--- config.mk ---
export PLATFORM = sky130hd
export DESIGN_NAME = ising_run_sched
export DESIGN_NICKNAME = d
export VERILOG_FILES = /design/src/rtl/ising_pkg.sv /design/src/rtl/ising_run_sched.sv
export SDC_FILE = /design/constraint.sdc
export NUM_CORES = 1
export LEC_CHECK = 0
export CAP_MARGIN = 10
export CORE_MARGIN = 1
export CORE_UTILIZATION = 42
export DETAILED_ROUTE_END_ITERATION = 8
export PLACE_DENSITY = 0.72
export RECOVER_POWER = 100
export SYNTH_ARGS = -nofsm -noshare
export SYNTH_HDL_FRONTEND = slang
export SYNTH_SLANG_ARGS = --single-unit
export TNS_END_PERCENT = 50
--- constraint.sdc ---
create_clock -name clk -period 6.55 [get_ports clk]
set_input_delay 1.965 -clock clk [delete_from_list [all_inputs] [get_ports clk]]
set_output_delay 1.965 -clock clk [all_outputs]
set_load 0.05 [all_outputs]
--- src/rtl/ising_pkg.sv ---
// ising_pkg: shared state encoding and word width for the Ising run sequencer.
package ising_pkg;
    typedef enum logic [2:0] {IDLE, CRST, RUN, RDREQ, PUSH, DONE} run_state_e;
    localparam int SPIN_WORD_W = 32;
endpackage

--- src/rtl/ising_run_sched.sv ---
// ising_run_sched: batches reset/enable/freeze/readback cycles of the Ising core
// and streams each run's spin words to the host result buffer.
module ising_run_sched
    import ising_pkg::*;
#(
    parameter int N          = 64,
    parameter int CYC_W      = 32,
    parameter int RUN_W      = 16,
    parameter int RST_CYCLES = 4,
    localparam int WORDS     = N / SPIN_WORD_W,
    localparam int IDX_W     = (WORDS > 1) ? $clog2(WORDS) : 1
) (
    input  logic                   clk,
    input  logic                   axi_rstn,
    input  logic                   cfg_start,
    input  logic                   cfg_abort,
    input  logic [CYC_W-1:0]       cfg_run_cycles,
    input  logic [RUN_W-1:0]       cfg_num_runs,
    output logic                   busy,
    output logic                   done,
    output logic [RUN_W-1:0]       runs_done,
    output logic                   core_rstn,
    output logic                   core_en,
    output logic                   spin_rd_req,
    output logic [IDX_W-1:0]       spin_rd_idx,
    input  logic                   spin_rd_ack,
    input  logic [SPIN_WORD_W-1:0] spin_rd_data,
    output logic                   res_valid,
    output logic [SPIN_WORD_W-1:0] res_data,
    output logic                   res_last,
    input  logic                   res_ready
);
    localparam int RC_W = (RST_CYCLES > 1) ? $clog2(RST_CYCLES) : 1;

    run_state_e             state_q;
    logic [CYC_W-1:0]       run_cycles_q, cyc_cnt_q;
    logic [RUN_W-1:0]       num_runs_q, runs_done_q;
    logic [RC_W-1:0]        rst_cnt_q;
    logic                   busy_q, done_q, core_rstn_q, core_en_q, spin_rd_req_q;
    logic                   res_valid_q, res_last_q;
    logic [IDX_W-1:0]       spin_rd_idx_q;
    logic [SPIN_WORD_W-1:0] res_data_q;

    always_ff @(posedge clk) begin
        if (!axi_rstn) begin
            state_q       <= IDLE;
            run_cycles_q  <= '0;
            cyc_cnt_q     <= '0;
            num_runs_q    <= '0;
            runs_done_q   <= '0;
            rst_cnt_q     <= '0;
            busy_q        <= 1'b0;
            done_q        <= 1'b0;
            core_rstn_q   <= 1'b0;
            core_en_q     <= 1'b0;
            spin_rd_req_q <= 1'b0;
            spin_rd_idx_q <= '0;
            res_valid_q   <= 1'b0;
            res_last_q    <= 1'b0;
            res_data_q    <= '0;
        end else if (cfg_abort && state_q != IDLE) begin
            // abort drops any in-flight word and leaves the core released but frozen
            state_q       <= IDLE;
            busy_q        <= 1'b0;
            core_en_q     <= 1'b0;
            core_rstn_q   <= 1'b1;
            spin_rd_req_q <= 1'b0;
            spin_rd_idx_q <= '0;
            res_valid_q   <= 1'b0;
            res_last_q    <= 1'b0;
        end else begin
            case (state_q)
                IDLE: begin
                    core_rstn_q <= 1'b1;
                    if (cfg_start && !cfg_abort) begin
                        run_cycles_q <= cfg_run_cycles;
                        num_runs_q   <= cfg_num_runs;
                        done_q       <= 1'b0;
                        runs_done_q  <= '0;
                        busy_q       <= 1'b1;
                        rst_cnt_q    <= '0;
                        core_rstn_q  <= (cfg_num_runs == '0);
                        state_q      <= (cfg_num_runs == '0) ? DONE : CRST;
                    end
                end
                CRST: begin
                    rst_cnt_q <= rst_cnt_q + 1'b1;
                    cyc_cnt_q <= '0;
                    if (rst_cnt_q == RC_W'(RST_CYCLES - 1)) begin
                        core_rstn_q   <= 1'b1;
                        core_en_q     <= (run_cycles_q != '0);
                        spin_rd_req_q <= (run_cycles_q == '0);
                        state_q       <= (run_cycles_q == '0) ? RDREQ : RUN;
                    end
                end
                RUN: begin
                    cyc_cnt_q <= cyc_cnt_q + CYC_W'(1);
                    if (cyc_cnt_q == run_cycles_q - CYC_W'(1)) begin
                        core_en_q     <= 1'b0;
                        spin_rd_req_q <= 1'b1;
                        state_q       <= RDREQ;
                    end
                end
                RDREQ: begin
                    if (spin_rd_ack) begin
                        res_data_q    <= spin_rd_data;
                        spin_rd_req_q <= 1'b0;
                        res_valid_q   <= 1'b1;
                        res_last_q    <= (spin_rd_idx_q == IDX_W'(WORDS - 1));
                        state_q       <= PUSH;
                    end
                end
                PUSH: begin
                    if (res_ready) begin
                        res_valid_q <= 1'b0;
                        res_last_q  <= 1'b0;
                        if (res_last_q) begin
                            spin_rd_idx_q <= '0;
                            runs_done_q   <= runs_done_q + RUN_W'(1);
                            rst_cnt_q     <= '0;
                            core_rstn_q   <= !(runs_done_q + RUN_W'(1) < num_runs_q);
                            state_q       <= (runs_done_q + RUN_W'(1) < num_runs_q) ? CRST : DONE;
                        end else begin
                            spin_rd_idx_q <= spin_rd_idx_q + 1'b1;
                            spin_rd_req_q <= 1'b1;
                            state_q       <= RDREQ;
                        end
                    end
                end
                DONE: begin
                    done_q  <= 1'b1;
                    busy_q  <= 1'b0;
                    state_q <= IDLE;
                end
                default: state_q <= IDLE;
            endcase
        end
    end

    assign busy        = busy_q;
    assign done        = done_q;
    assign runs_done   = runs_done_q;
    assign core_rstn   = core_rstn_q;
    assign core_en     = core_en_q;
    assign spin_rd_req = spin_rd_req_q;
    assign spin_rd_idx = spin_rd_idx_q;
    assign res_valid   = res_valid_q;
    assign res_data    = res_data_q;
    assign res_last    = res_last_q;
endmodule

# Word-level counts from Yosys, hierarchy flattened
# Cells that the tools add are included.
[classes]
muxes = 44
magnitude_cmp = 1
n_addsub = 5
bitwise_logic = 2
div = 0
reduce_logical = 30
shifts = 0
multipliers = 0
n_eq_ne = 17
[op_table]
columns = ["op", "count"]
rows = [
  ["case mux 32 bit (2 select lines)", 1],
  ["2-to-1 mux 16 bit", 3],
  ["adder 32 x 1 -> 32 bit (second input constant)", 1],
  ["equality test 32 bit", 1],
  ["logical NOT 32 bit", 1],
  ["case mux 16 bit (2 select lines)", 1],
  ["nonzero test 32 bit", 1],
  ["subtractor 32 x 1 -> 32 bit (second input constant)", 1],
  ["2-to-1 mux 3 bit", 8],
  ["2-to-1 mux 1 bit", 19],
  ["adder 16 x 1 -> 16 bit (second input constant)", 1],
  ["logical NOT 16 bit", 1],
  ["less-than comparator 16 bit", 1],
  ["case mux 3 bit (5 select lines)", 1],
  ["AND reduction 3 bit", 5],
  ["AND reduction 5 bit", 3],
  ["!= test 2 bit (second input constant)", 7],
  ["case mux 1 bit (2 select lines)", 5],
  ["!= test 3 bit (second input constant)", 3],
  ["nonzero test 2 bit", 4],
  ["nonzero test 4 bit", 2],
  ["equality test 3 x 2 -> 1 bit (second input constant)", 2],
  ["equality test 3 bit (second input constant)", 2],
  ["2-to-1 mux 2 bit", 3],
  ["other kinds (16)", 22],
]
[word_totals]
latch_bits = 0
elab_cells = 114
register_bits = 141
mem_count = 0
mem_bits_ro = 0
ramBits = 0
inputBits = 86
out_inout_bits = 56

# Logic depth before layout (Yosys ltp)
# Gate-level depths: netlist of run 1.
[logic_depth]
ltp_word = 7
ltp_mapped = 15
depth_no_buf = 14

# Worst setup path after synthesis of run 1
# Ideal clock, no wire load.
[synth_timing]
path_kind = "input to register"
startpoint = "input cfg_abort"
endpoint = "register cyc_cnt_q[31]"
required_ps = 6479
setup_time_ps = 71
arrival_time_ps = 3776
slack_ps = 2703
stages = 9
n_path_buf = 0
path_cell_list = "nor2_1 > o21ai_2 > or3_4 > nor2_2 > and4_1 > and2b_1 > nand3_2 > or3_1 > a21oi_1"
[synth_between]
elab_chain_cells = 3
[synth_rtl]
columns = ["element", "line", "text"]
rows = [
  ["from (decl)", "ising_run_sched.sv:16", "input logic cfg_abort,"],
  ["logical AND 1 bit", "ising_run_sched.sv:61", "end else if (cfg_abort && state_q != IDLE) begin"],
  ["inverter 1 bit (no source line)", "--", ""],
  ["AND reduction 2 bit (no source line)", "--", ""],
  ["to (signal assigned)", "ising_run_sched.sv:97", "cyc_cnt_q <= cyc_cnt_q + CYC_W'(1);"],
  ["to (decl)", "ising_run_sched.sv:36", "logic [CYC_W-1:0] run_cycles_q, cyc_cnt_q;"],
]
# No other way between the ends.
# A chain may end at the register's enable or synchronous reset.

# Final worst setup path of run 1
# Same ends and word-level chain as after synthesis.

==> impl_metrics.toml, run 1 <==
[run_status]
status = "finished with violations"
violations = "DRC, capacitance limit, slew limit"

[sta]
fin_skew_ps = 8.241
worst_hold_slack_ps = 452.4
relSlewSlack_pct = -33.44
period_share_pct = 71.36
fin_crit_ps = 4674
tightest_slew_ps = 1996
tns_ps = 0
setup_viol = 0
rsz0062_at_grt = "no"
fmax_ghz = 0.2139
finalHoldViolCount = 0
slew_violations = 51

[hold_path]
whs_path_depth = 2
min_from = "busy"
worstHoldPathType = "flop to flop"
holdPathEnd = "busy"

[pwr]
pwr-share-comb_pct = 36.0
p_int_w = 0.001948
p_seq_share_pct = 32.3
power_frac_clock_pct = 31.6
leakage_nw = 3.741
power_density_nw_per_um2 = 320.2
power_w = 0.003167
switching_share_pct = 38.51
peakVddDrop_mv = 0.2176
power.switching_w = 0.001220

[detailed_routing]
drt_iter0_drc = 441
vias = 7152
routed_via_density = 5.337
ant_nets = 0
wl_per_cell_um = 14.72
wl_um = 19730
dr.pass1.iters = 8
drcViolationCount = 12

[logic_synthesis]
synth_edf_count = 0
synth_seq_cells = 141
avgSynthCellArea_um2 = 7.937
yosysUniqueCellTypes = 72
postSynthCellCount = 980
synth.cell_area_um2 = 7779
async_reset_ff_share_pct = 0
yosysWarnings = 0
syn-num-nets = 1086
seq_area_frac_synth_pct = 36.29
synth_ff_type = "dfxtp_1"

[clocking]
cts.path.max_buffers = 2
htreeDepth = 4
cts_post_setup_buffers_inserted = 0
numCtsBuffers = 17
cts_resized = 0
clk_latency_ps = 440
cts_tree = "done"
cts_hold_buf = 0
cts_root_buffer = "clkbuf_16"
cts_sinks = 141
clkTransAtPathRegs_ps = 70

[layout]
final_cell_mix = "nand2_1, dfxtp_1, a21boi_0"
final_layout_size_suffix_gt1_share_pct = 4.865
postLayoutCellArea_um2 = 9892
fin_cells = 1340
final_common_cell = "nand2_1"
syn2layout_area_growth_pct = 27.17
fin_nets = 1203

[die]
die_w_um = 138.1
fp-row-count = 49
core_area_um2 = 18090
die_area_um2 = 19070
initial_core_util_pct = 43.01
pin_count = 142
die_h_um = 138.1

[grt]
grt_overflow = 0
grt_usage_pct = 21.21
grt_pass1_wl_um = 32880
antenna_found_initial = 1
grt_max_degree = 104
first_global_vias = 6722

[placement]
port_buffers = 141
place_hpwl_um = 14060
place_inst = 1307
dpl_cell_area_um2 = 9324
gp_congestion = 0.8758

[setup_path]
critPathKind = "input pin to flop"
worstPathArrival_ps = 5020
cp_max_fo = 11
cp.required_ps = 6900
rr_worst_depth = 11
crit_path_end_kind = "flop"
reg2reg_from = "run_cycles_q[0]"
start_kind = "input pin"
r2r-end = "state_q[0]"
r2r_slack_ps = 3030

[job]
cap_violations = 1
[state kept, by name (all words and copies together) (netlist names), 2 cells and up]
register      flops
num_runs_q       16
cyc_cnt_q        32
run_cycles_q     32
rst_cnt_q         2
runs_done        16
res_data         32
state_q           3
[worst max-delay path: stages]
cell           delay, ps
dlygate4sd3_1        680
nor2_1               210
o21ai_0              190
or3_1                440
nor2_1               230
and4_1               330
and2b_1              210
nand3_1              230
or3_1                410
a21oi_1              130
[Yosys cell counts (2+ instances only)]
| library cell | number | area, um^2 |
|---|---|---|
| o31ai_1 | 3 | 22.52 |
| nor2_1 | 57 | 214.0 |
| o211ai_1 | 4 | 30.03 |
| or3_4 | 2 | 22.52 |
| o2111ai_1 | 3 | 26.28 |
| nor3b_1 | 2 | 15.01 |
| a2bb2oi_1 | 2 | 17.52 |
| mux2i_1 | 7 | 70.07 |
| a22oi_1 | 3 | 22.52 |
| a31oi_1 | 6 | 37.54 |
| ha_1 | 20 | 250.2 |
| and4_1 | 8 | 70.07 |
| nor4_1 | 11 | 68.82 |
| clkbuf_1 | 41 | 153.9 |
| and3_1 | 17 | 106.4 |
| nand2_1 | 214 | 803.3 |
| or2_2 | 2 | 12.51 |
| a21o_1 | 4 | 30.03 |
| xnor2_1 | 46 | 402.9 |
| nor4_4 | 2 | 42.54 |
| and2_1 | 7 | 43.79 |
| a211oi_1 | 2 | 15.01 |
| a21boi_0 | 91 | 683.2 |
| nor3_1 | 24 | 120.1 |
| dfxtp_1 | 141 | 2823 |
| inv_1 | 30 | 112.6 |
| xor2_1 | 37 | 324.1 |
| nor2b_1 | 20 | 125.1 |
| nand3_1 | 39 | 195.2 |
| nand4_1 | 13 | 81.33 |
| buf_2 | 4 | 20.02 |
| o31a_1 | 2 | 17.52 |
| a21oi_1 | 32 | 160.2 |
| nand2b_1 | 7 | 43.79 |
| a311oi_1 | 2 | 17.52 |
| o41ai_1 | 3 | 26.28 |
| nor4b_1 | 3 | 26.28 |
| o21ai_0 | 27 | 135.1 |
| or3_1 | 9 | 56.30 |
[cells by family (layout without fill, tap and decap cells)]
group                      Yosys count  count (layout)  share of synthesized area, %
DFF                                141             141                         36.29
muxes                                8               8                         1.046
xor gates and xnor gates            83              83                         9.345
buffers and inverters               78             208                         3.941
and+or+nand+nor                    452             452                         28.36
adders and majority gates           20              20                         3.217
AOI/OAI and AO/OA                  198             198                         17.81
other                                0               1                             0
[power by group through the flow]
stage | Clock (W) | Combinational [W] | Sequential, W
after CTS | 0.00102 | 0.00116 | 0.00102
after global routing | 0.00106 | 0.00126 | 0.00104
after global placement | 0 | 0.00114 | 0.00104
after detailed placement | 0 | 0.00115 | 0.00104
final | 0.00100 | 0.00114 | 0.00102
after floorplan | 0 | 0.000816 | 0.00106
[how the worst max path moves through the flow]
stage	start	endpoint	slack, ps	cells after the start
2_1_floorplan	cfg_abort	cyc_cnt_q[31]	2700	9
3_3_place_gp	cfg_abort	cyc_cnt_q[31]	1830	10
3_5_place_dp	cfg_abort	cyc_cnt_q[31]	1740	10
4_1_cts	cfg_abort	cyc_cnt_q[31]	2200	10
5_1_grt	cfg_abort	done	1600	6
6_report	cfg_abort	cyc_cnt_q[31]	1880	10
[metal layers]
layer | wire length [um] | global-route usage, % | vias up
met3 | 1284 | 6.166 | 30
met2 | 8990 | 33.94 | 197
met1 | 9064 | 27.02 | 3319
li1 | - | - | 3606
met4 | 391 | 8.043 | 0
met5 | 0 | 0 | -
[layout make-up]
cell class	instances	area [um^2]
Fill cell	1681	8194
Multi-Input combinational cell	761	4622
Clock buffer	17	425.4
Inverter	30	112.6
Tap cell	229	286.5
Timing Repair Buffer	146	1443
Sequential cell	141	2823
Antenna cell	1	2.502
Clock inverter	15	177.7
[per-stage QoR]
step / setup slack, ps / util (%)
after floorplan: 2703 / -
after global placement: 1834 / 51.55
after detailed placement: 1735 / 51.55
after CTS: 2203 / 54.89
after global routing: 1601 / 54.68
final: 1876 / 54.69
No activity file was read; power rests on OpenSTA's default activity.
==> run 2: changes to the inputs <==
==> constraint.sdc (replaced) <==
create_clock -name clk -period 4.35 [get_ports clk]
set_input_delay 1.305 -clock clk [delete_from_list [all_inputs] [get_ports clk]]
set_output_delay 1.305 -clock clk [all_outputs]
set_load 0.05 [all_outputs]
==> run 2 against run 1 <==
- the flow still finishes with violations (DRC, capacitance limit, slew limit)
- utilization is 0.097 points higher
- total power is 48% higher
- routed wire length is 1.4% lower
- via count is 0.48% lower
- critical path depth stayed put
- sequential share of layout area is 0.050 points lower
- combinational power is 50% higher
- final cell count is 0.67% higher
- highest routed layer unchanged
==> impl_metrics.toml, run 2 (synthesis gave the netlist of run 1 again) <==
[pwr]
switching_share_pct = 39.33
peakVddDrop_mv = 0.2922
p_int_w = 0.002843
pwr-share-comb_pct = 36.5
p_seq_share_pct = 33.4
power.switching_w = 0.001843
power_density_nw_per_um2 = 472.8
leakage_nw = 3.754
power_frac_clock_pct = 30.1

[layout]
syn2layout_area_growth_pct = 27.39
num-fill-cells = 1683
final_common_cell = "nand2_1"
postLayoutCellArea_um2 = 9910
fin_nets = 1212
final_layout_size_suffix_gt1_share_pct = 5.451
final_cell_mix = "nand2_1, dfxtp_1, a21boi_0"

[setup_path]
r2r_slack_ps = 730
worstPathArrival_ps = 4140
start_kind = "input pin"
cp_max_fo = 9
critPathKind = "input pin to flop"
crit_path_end_kind = "flop"
cp.required_ps = 4700

[clocking]
htreeDepth = 4
cts_sinks = 141
cts_post_setup_buffers_inserted = 0
cts_hold_buf = 0
clkTransAtPathRegs_ps = 70
cts_tree = "done"
cts_root_buffer = "clkbuf_16"
clk_latency_ps = 430
cts.path.max_buffers = 2
numCtsBuffers = 17
cts_resized = 0

[sta]
rsz0062_at_grt = "no"
period_share_pct = 87.32
tns_ps = 0
fin_crit_ps = 3798
fin_skew_ps = 14.63
setup_viol = 0
relSlewSlack_pct = -38.95
fmax_ghz = 0.2633
tightest_slew_ps = 2084
worst_hold_slack_ps = 460.8
finalHoldViolCount = 0
slew_violations = 60

[grt]
grt_use_met1_pct = 27.13
grt_max_degree = 60
grt.met3_usage_pct = 5.542
grt_usage_pct = 20.91
top_usage_layer = "met2"
antenna_found_initial = 1
grt_pass1_wl_um = 32540
first_global_vias = 6692
gr-usage-met2_pct = 33.27
grt_overflow = 0

[die]
pin_count = 142
die_area_um2 = 19070
die_w_um = 138.1
initial_core_util_pct = 43.01
core_area_um2 = 18090
fp-row-count = 49
die_h_um = 138.1

[detailed_routing]
drt_iter0_drc = 367
dr.pass1.iters = 7
ant_nets = 0
wl_um = 19460
vias = 7118
wl_per_cell_um = 14.42
drcViolationCount = 6
routed_via_density = 5.277

[run_status]
status = "finished with violations"
violations = "DRC, capacitance limit, slew limit"

[placement]
port_buffers = 141
gp_congestion = 0.8776
place_hpwl_um = 14210
dpl_cell_area_um2 = 9392

[hold_path]
worstHoldPathType = "flop to flop"

[job]
cap_violations = 1
run 2: cell types whose count changed in the layout (fill, tap and decap cells not counted), moves of 2 or more:
cell / before / now
inv_6: 4 / 8
buf_4: 5 / 8
clkbuf_1: 1 / 5
bufinv_16: 2 / 0
run 2: cell type report:
class                           count  area [um^2]  share of cell area [%]
Clock inverter                     15        138.9                   1.402
Inverter                           30        112.6                   1.136
Tap cell                          229        286.5                   2.891
Sequential cell                   141         2823                   28.48
Multi-Input combinational cell    761         4631                   46.73
Clock buffer                       17        425.4                   4.293
Timing Repair Buffer              155         1490                   15.04
Antenna cell                        1        2.502                 0.02525
run 2: routing by layer:
layer	up-vias	routed length, um	part of all wire [%]
met1	3268	9106	47
met2	204	8753	45
met4	0	335	1.7
li1	3621	-	-
met5	-	0	0
met3	25	1261	6.5
run 2: final timing paths:
kind | from | endpoint | depth (start not counted)
worst min register to register | busy | busy | 2
worst max register to register | run_cycles_q[0] | state_q[0] | 11
worst min-delay path | busy | busy | 2
worst max-delay path | cfg_abort | cyc_cnt_q[31] | 10
run 2: power groups by stage:
stage	combinational [W]	sequential, W	clock [W]
floorplan	0.00123	0.00160	0
global placement	0.00171	0.00159	0
detailed placement	0.00172	0.00159	0
CTS	0.00174	0.00156	0.00144
global route	0.00188	0.00159	0.00149
finish	0.00171	0.00157	0.00141
run 2: worst max-delay path, stage by stage:
cell           delay [ps]
dlygate4sd3_1         550
nor2_1                200
o21ai_2               110
or3_4                 380
nor2_1                230
and4_1                340
and2b_1               220
nand3_1               240
or3_1                 410
a21oi_1               150
run 2: metrics by stage:
stage,cells,utilization [%],power (W),setup slack (ps)
2_1_floorplan,980,-,0.002825,946.4
3_3_place_gp,1316,51.93,0.003299,519.1
3_5_place_dp,1316,51.93,0.003314,479.2
4_1_cts,1348,55.05,0.004738,897.6
5_1_grt,1349,54.79,0.004965,332.6
6_report,1349,54.79,0.004686,551.7
==> run 3: changes to the inputs <==
--- a/config.mk
+++ b/config.mk
@@ -5,7 +5,7 @@
 export SDC_FILE = /design/constraint.sdc
 export NUM_CORES = 1
 export LEC_CHECK = 0
-export CAP_MARGIN = 10
+export CAP_MARGIN = 20
 export CORE_MARGIN = 1
 export CORE_UTILIZATION = 42
 export DETAILED_ROUTE_END_ITERATION = 8
==> results of run 3 <==
Same layout as run 2: the final DEF is identical, and so are final timing and power.
